`src/rtl/ctrl_sequencer_if.sv`:
```
// Datapath control strobes driven by the sequencer.
// master = sequencer, slave = datapath control pins.
interface ctrl_sequencer_if #(
  parameter int NREGS = 16,
  parameter int ALU_W = 12
);
  logic [NREGS-1:0] reg_out;
  logic [NREGS-1:0] reg_in;
  logic             pc_out;
  logic             mar_in;
  logic             inc_pc;
  logic             pc_in;
  logic             mdr_read;
  logic             mdr_in;
  logic             mdr_out;
  logic             ir_in_en;
  logic             y_in;
  logic             z_in;
  logic             zlow_out;
  logic [ALU_W-1:0] alu_ctrl;

  modport master (
    output reg_out, reg_in,
    output pc_out, mar_in, inc_pc, pc_in,
    output mdr_read, mdr_in, mdr_out, ir_in_en,
    output y_in, z_in, zlow_out,
    output alu_ctrl
  );

  modport slave (
    input reg_out, reg_in,
    input pc_out, mar_in, inc_pc, pc_in,
    input mdr_read, mdr_in, mdr_out, ir_in_en,
    input y_in, z_in, zlow_out,
    input alu_ctrl
  );
endinterface

```
`src/rtl/ctrl_sequencer.sv`:
```
// Multi-cycle fetch/execute control unit for the shared-bus datapath.
// Moore strobes decoded from the state register plus the IR fields.
module ctrl_sequencer #(
  parameter int NREGS    = 16,
  parameter int ALU_W    = 12,
  parameter int WAIT_MAX = 15,
  parameter int CNT_W    = 16
) (
  input  logic             clk,
  input  logic             clr,
  input  logic             i_run,
  input  logic             i_mem_ready,
  input  logic [31:0]      i_ir_in,
  ctrl_sequencer_if.master dp,
  output logic [2:0]       o_step,
  output logic             o_done,
  output logic             o_illegal,
  output logic             o_mem_err,
  output logic [CNT_W-1:0] o_icount
);

  localparam int WW = $clog2(WAIT_MAX + 1);

  typedef enum logic [2:0] {
    S_IDLE = 3'd0,
    S_T0   = 3'd1,
    S_T1   = 3'd2,
    S_T2   = 3'd3,
    S_T3   = 3'd4,
    S_T4   = 3'd5,
    S_T5   = 3'd6
  } state_t;

  state_t           r_state;
  state_t           w_next;
  logic [WW-1:0]    r_wait;
  logic             r_run_q;
  logic             r_mem_err;
  logic [CNT_W-1:0] r_icount;

  logic [4:0]       w_op;
  logic [3:0]       w_ra;
  logic [3:0]       w_rb;
  logic [3:0]       w_rc;
  logic             w_legal;
  logic             w_timeout;
  logic             w_unused;

  assign w_op     = i_ir_in[31:27];
  assign w_ra     = i_ir_in[26:23];
  assign w_rb     = i_ir_in[22:19];
  assign w_rc     = i_ir_in[18:15];
  assign w_unused = ^i_ir_in[14:0];
  assign w_legal  = (w_op >= 5'd2) && (w_op <= 5'd13);

  // last permitted T1 wait cycle with memory still not ready
  assign w_timeout = (r_state == S_T1) && !i_mem_ready
                   && (r_wait == WW'(WAIT_MAX - 1));

  always_comb begin
    w_next      = r_state;
    dp.reg_out  = '0;
    dp.reg_in   = '0;
    dp.pc_out   = 1'b0;
    dp.mar_in   = 1'b0;
    dp.inc_pc   = 1'b0;
    dp.pc_in    = 1'b0;
    dp.mdr_read = 1'b0;
    dp.mdr_in   = 1'b0;
    dp.mdr_out  = 1'b0;
    dp.ir_in_en = 1'b0;
    dp.y_in     = 1'b0;
    dp.z_in     = 1'b0;
    dp.zlow_out = 1'b0;
    dp.alu_ctrl = '0;
    o_done      = 1'b0;
    o_illegal   = 1'b0;
    unique case (r_state)
      S_IDLE: begin
        if (i_run) w_next = S_T0;
      end
      S_T0: begin
        dp.pc_out = 1'b1;
        dp.mar_in = 1'b1;
        dp.inc_pc = 1'b1;
        dp.z_in   = 1'b1;
        w_next    = S_T1;
      end
      S_T1: begin
        dp.zlow_out = 1'b1;
        dp.pc_in    = 1'b1;
        dp.mdr_read = 1'b1;
        dp.mdr_in   = 1'b1;
        if (i_mem_ready) w_next = S_T2;
        else if (w_timeout) w_next = S_IDLE;
      end
      S_T2: begin
        dp.mdr_out  = 1'b1;
        dp.ir_in_en = 1'b1;
        w_next      = S_T3;
      end
      S_T3: begin
        if (w_legal) begin
          dp.reg_out = NREGS'(1) << w_rb;
          dp.y_in    = 1'b1;
          w_next     = S_T4;
        end else begin
          o_illegal = 1'b1;
          w_next    = i_run ? S_T0 : S_IDLE;
        end
      end
      S_T4: begin
        dp.reg_out = NREGS'(1) << w_rc;
        dp.z_in    = 1'b1;
        if (w_legal) dp.alu_ctrl = ALU_W'(1) << (w_op - 5'd2);
        w_next = S_T5;
      end
      S_T5: begin
        dp.zlow_out = 1'b1;
        dp.reg_in   = NREGS'(1) << w_ra;
        o_done      = 1'b1;
        w_next      = i_run ? S_T0 : S_IDLE;
      end
      default: w_next = S_IDLE;
    endcase
  end

  always_ff @(posedge clk) begin
    if (clr) begin
      r_state   <= S_IDLE;
      r_wait    <= '0;
      r_run_q   <= 1'b0;
      r_mem_err <= 1'b0;
      r_icount  <= '0;
    end else begin
      r_state <= w_next;
      r_run_q <= i_run;
      if (r_state == S_T1 && !i_mem_ready && !w_timeout)
        r_wait <= r_wait + WW'(1);
      else
        r_wait <= '0;
      if (w_timeout)
        r_mem_err <= 1'b1;
      else if (i_run && !r_run_q)
        r_mem_err <= 1'b0;
      if (r_state == S_T5)
        r_icount <= r_icount + CNT_W'(1);
    end
  end

  assign o_step    = r_state;
  assign o_mem_err = r_mem_err;
  assign o_icount  = r_icount;

endmodule

```
`src/flat_wrapper.sv`:
```
// flat-port wrapper written by rule: the top's interface ports become plain ports
module ctrl_sequencer_flat 
#(
  parameter int NREGS    = 16,
  parameter int ALU_W    = 12,
  parameter int WAIT_MAX = 15,
  parameter int CNT_W    = 16
)
  (clk, clr, i_run, i_mem_ready, i_ir_in, o_step, o_done, o_illegal, o_mem_err, o_icount, dp_reg_out, dp_reg_in, dp_pc_out, dp_mar_in, dp_inc_pc, dp_pc_in, dp_mdr_read, dp_mdr_in, dp_mdr_out, dp_ir_in_en, dp_y_in, dp_z_in, dp_zlow_out, dp_alu_ctrl);
  ctrl_sequencer_if #(.NREGS(NREGS), .ALU_W(ALU_W)) dp_i ();
  input  logic clk;
  input  logic clr;
  input  logic i_run;
  input  logic i_mem_ready;
  input  logic [31:0] i_ir_in;
  output logic [2:0] o_step;
  output logic o_done;
  output logic o_illegal;
  output logic o_mem_err;
  output logic [CNT_W-1:0] o_icount;
  output wire logic [$bits(dp_i.reg_out)-1:0] dp_reg_out;
  output wire logic [$bits(dp_i.reg_in)-1:0] dp_reg_in;
  output wire logic [$bits(dp_i.pc_out)-1:0] dp_pc_out;
  output wire logic [$bits(dp_i.mar_in)-1:0] dp_mar_in;
  output wire logic [$bits(dp_i.inc_pc)-1:0] dp_inc_pc;
  output wire logic [$bits(dp_i.pc_in)-1:0] dp_pc_in;
  output wire logic [$bits(dp_i.mdr_read)-1:0] dp_mdr_read;
  output wire logic [$bits(dp_i.mdr_in)-1:0] dp_mdr_in;
  output wire logic [$bits(dp_i.mdr_out)-1:0] dp_mdr_out;
  output wire logic [$bits(dp_i.ir_in_en)-1:0] dp_ir_in_en;
  output wire logic [$bits(dp_i.y_in)-1:0] dp_y_in;
  output wire logic [$bits(dp_i.z_in)-1:0] dp_z_in;
  output wire logic [$bits(dp_i.zlow_out)-1:0] dp_zlow_out;
  output wire logic [$bits(dp_i.alu_ctrl)-1:0] dp_alu_ctrl;
  assign dp_reg_out = dp_i.reg_out;
  assign dp_reg_in = dp_i.reg_in;
  assign dp_pc_out = dp_i.pc_out;
  assign dp_mar_in = dp_i.mar_in;
  assign dp_inc_pc = dp_i.inc_pc;
  assign dp_pc_in = dp_i.pc_in;
  assign dp_mdr_read = dp_i.mdr_read;
  assign dp_mdr_in = dp_i.mdr_in;
  assign dp_mdr_out = dp_i.mdr_out;
  assign dp_ir_in_en = dp_i.ir_in_en;
  assign dp_y_in = dp_i.y_in;
  assign dp_z_in = dp_i.z_in;
  assign dp_zlow_out = dp_i.zlow_out;
  assign dp_alu_ctrl = dp_i.alu_ctrl;
  ctrl_sequencer #(.NREGS(NREGS), .ALU_W(ALU_W), .WAIT_MAX(WAIT_MAX), .CNT_W(CNT_W)) u_core (.clk(clk), .clr(clr), .i_run(i_run), .i_mem_ready(i_mem_ready), .i_ir_in(i_ir_in), .dp(dp_i), .o_step(o_step), .o_done(o_done), .o_illegal(o_illegal), .o_mem_err(o_mem_err), .o_icount(o_icount));
endmodule
```
`config.mk`:
```
export PLATFORM = sky130hd
export DESIGN_NAME = ctrl_sequencer_flat
export DESIGN_NICKNAME = d
export VERILOG_FILES = /design/src/rtl/ctrl_sequencer_if.sv /design/src/rtl/ctrl_sequencer.sv /design/src/flat_wrapper.sv
export SDC_FILE = /design/constraint.sdc
export NUM_CORES = 1
export LEC_CHECK = 0
export BUFFER_PORTS_ARGS = -buffer_cell sky130_fd_sc_hd__clkbuf_2
export CAP_MARGIN = 20
export CORE_MARGIN = 2
export CORE_UTILIZATION = 40
export CTS_BUF_LIST = sky130_fd_sc_hd__clkbuf_4 sky130_fd_sc_hd__clkbuf_8 sky130_fd_sc_hd__clkbuf_16
export DETAILED_ROUTE_END_ITERATION = 12
export HOLD_SLACK_MARGIN = 0.06
export MAX_ROUTING_LAYER = met4
export PLACE_DENSITY = 0.85
export SLEW_MARGIN = 30
export SYNTH_ARGS = -nofsm -noshare
export SYNTH_HDL_FRONTEND = slang
export SYNTH_SLANG_ARGS = --single-unit
```
`constraint.sdc`:
```
create_clock -name clk -period 3.4 [get_ports clk]
set_input_delay 0.68 -clock clk [delete_from_list [all_inputs] [get_ports clk]]
set_output_delay 0.68 -clock clk [all_outputs]
set_load 0.03 [all_outputs]
```
==> results.json <==
{
  "wirelength_um": 4700,
  "die_area_sq_mm": 0.00506,
  "htree_levels": 1,
  "crit_path_max_fanout": 12,
  "cap_violations": 0,
  "synth_nets": 290,
  "grt_pass1_wl_um": 7610,
  "grt_pass1_vias": 1750,
  "hpwl_um": 3730,
  "async_flop_share": 0,
  "crit_required_ns": 2.72,
  "synthTopCellsByArea": "dfxtp_1 (28%), nor2_1 (7.3%), o22ai_1 (5.6%), nor3_1 (5.3%), nand2_1 (4.8%)",
  "top_level_ports": 113,
  "n_antenna_cell": 0,
  "yosys_register_bits": 25,
  "cts_sinks": 25,
  "p_leak_nw": 1.08,
  "die_w_um": 71.1,
  "synth-compound-area-share": 0.132,
  "fin_ws_ns": 0.151,
  "final_cell_mix": "clkbuf_2 (97), nor2_1 (35), dfxtp_1 (25)",
  "synthMuxAreaShare": 0,
  "wire_per_inst_um": 12.1,
  "path_clk_slew_ns": 0.09,
  "worstSetupStartpointType": "primary input",
  "drc_errors": 0,
  "hold_ws_ns": 0.466,
  "tightest_slew_ns": 0.531,
  "critPathTopFamily": "simple AND/OR/NAND/NOR gates",
  "post_route_cells_drive_above_1_share": 0.329,
  "fillers": 423,
  "yosysUniqueCellTypes": 37,
  "finalClockSkew_ns": 0.00545,
  "placed_cells": 385,
  "drtAntennaViolNets": 0,
  "overflow": 0,
  "synthCells": 248,
  "hp-class": "reg2reg",
  "slew_headroom": 0.643,
  "drt_first_pass_iters": 4,
  "crit_path_max_incr_delay_ns": 0.59,
  "period_minus_slack_ns": 3.25,
  "rsz0062_at_grt": "false",
  "syn_area_per_cell_sq_um": 7.27,
  "globalRouteTotalUtil": 0.186,
  "numCtsBuffers": 3,
  "start_util": 0.414,
  "slew_violations": 0,
  "crit_chain": "clkbuf_2, inv_1, ha_1, a21o_1, and3_1, or4_4, nor3_1, clkbuf_2",
  "synth_edf_count": 0,
  "fin_cells": 389,
  "io_buffers": 97,
  "worst_path_max_delay_cell": "or4_4",
  "synth-simple-area-share": 0.408,
  "synth_top_area_cell": "dfxtp_1",
  "power.density_mw_per_mm2": 284,
  "cts_tree": "done",
  "outcome": "finished, final reports clean",
  "cts-resized-gates": 0,
  "synth_top_cell_area_share": 0.278,
  "crit_path_frequent_cell": "clkbuf_2",
  "cts_setup_buffers": 0,
  "rows": 24,
  "fmax_mhz": 308,
  "synth_xor_area_frac": 0.0681,
  "cts.hold.buffers_added": 0,
  "drtIter0Drc": 73,
  "critPathArrivalTime_ns": 2.57,
  "fin_nets": 380,
  "ys_seq_area_frac": 0.278,
  "crit_buf_inv": 3,
  "mostFrequentLayoutCell": "clkbuf_2",
  "fin_tns_setup_ns": 0,
  "peakVddDrop_mv": 0.257,
  "synth_warnings": 0,
  "total_power_mw": 0.660,
  "die_height_um": 71.1,
  "clk_latency_ns": 0.26,
  "fin_crit_sh": 0.956,
  "cts-root-buf": "clkbuf_8",
  "area_growth_pct": 29.1,
  "netlist_area_sq_mm": 0.00180,
  "synthFlopType": "dfxtp_1",
  "end_kind": "output port",
  "coreArea_sq_mm": 0.00435,
  "num_vias": 2065,
  "gp_congestion": 0.928,
  "criticalPathCategory": "in2out",
  "crit_cells": 8,
  "cts_buffer_depth": 2,
  "setup_viol": 0,
  "synthAdderAreaFrac": 0.0417,
  "antenna_found_initial": 0,
  "pre_cts_slack_ns": 0.159,
  "hold_depth": 1,
  "synth_top_family_by_area": "simple AND/OR/NAND/NOR gates",
  "r2r_cells": 4,
  "hold_violations": 0,
  "avgViaCountPerCell": 5.31,
  "grt_max_degree": 22
}
## state kept, by name, indices dropped and copies added, names as in the netlist
register	flops
u_core.o_mem_err	1
u_core.o_icount	16
u_core.r_run_q	1
u_core.r_wait	4
u_core.o_step	3
## metrics by stage
step	util	cell area (sq um)
after floorplan	-	1800
final	0.534	2330
after global routing	0.534	2330
after CTS	0.534	2330
after global placement	0.523	2280
after detailed placement	0.523	2280
## report_power, final
group	internal (mW)	total, mW	leakage (nW)	switching, mW
Sequential	0.298	0.307	0.202	0.00893
Combinational	0.0532	0.172	0.849	0.119
Clock	0.0916	0.181	0.0262	0.0894
Total	0.443	0.660	1.08	0.217
## final timing paths
| check | startpoint | endpoint | slack (ns) |
|---|---|---|---|
| worst max-delay path | i_ir_in[28] | dp_alu_ctrl[3] | 0.15 |
| worst min-delay path | u_core.r_wait[0] | u_core.r_wait[0] | 0.47 |
| worst max register to register | u_core.o_step[0] | u_core.o_icount[14] | 1.33 |
| worst min register to register | u_core.r_wait[0] | u_core.r_wait[0] | 0.47 |
## layer usage
| metal | vias up | share of wire | global-route usage |
|---|---|---|---|
| li1 | 1052 | - | - |
| met5 | - | 0 | - |
| met3 | 2 | 0.062 | 0.0356 |
| met1 | 935 | 0.44 | 0.227 |
| met4 | 0 | 0.0036 | 0.0398 |
| met2 | 76 | 0.49 | 0.321 |
## cells in the mapped netlist, types with 7 or more instances
cell,count
nor2_1,35
nand2b_1,10
o22ai_1,16
or3_1,7
o21ai_0,7
inv_1,11
nand3_1,10
a21oi_1,12
nand2_1,23
nor3_1,19
dfxtp_1,25
xor2_1,8
## cell families after synthesis
group / after synthesis
and+or+nand+nor: 138
AOI/OAI and AO/OA: 40
buffers and inverters: 25
DFF: 25
xor gates and xnor gates: 14
adders and majority gates: 6
## cell type report
type                       count  area [sq um]  share of cell area
clock buffer                   4          48.8              0.0210
inverter                      11          41.3              0.0178
multi-input combinational    198          1170               0.503
sequential                    25           500               0.215
tap                           52          65.1              0.0280
timing repair buffer          99           500               0.215
No activity file was read; power rests on OpenSTA's default activity.
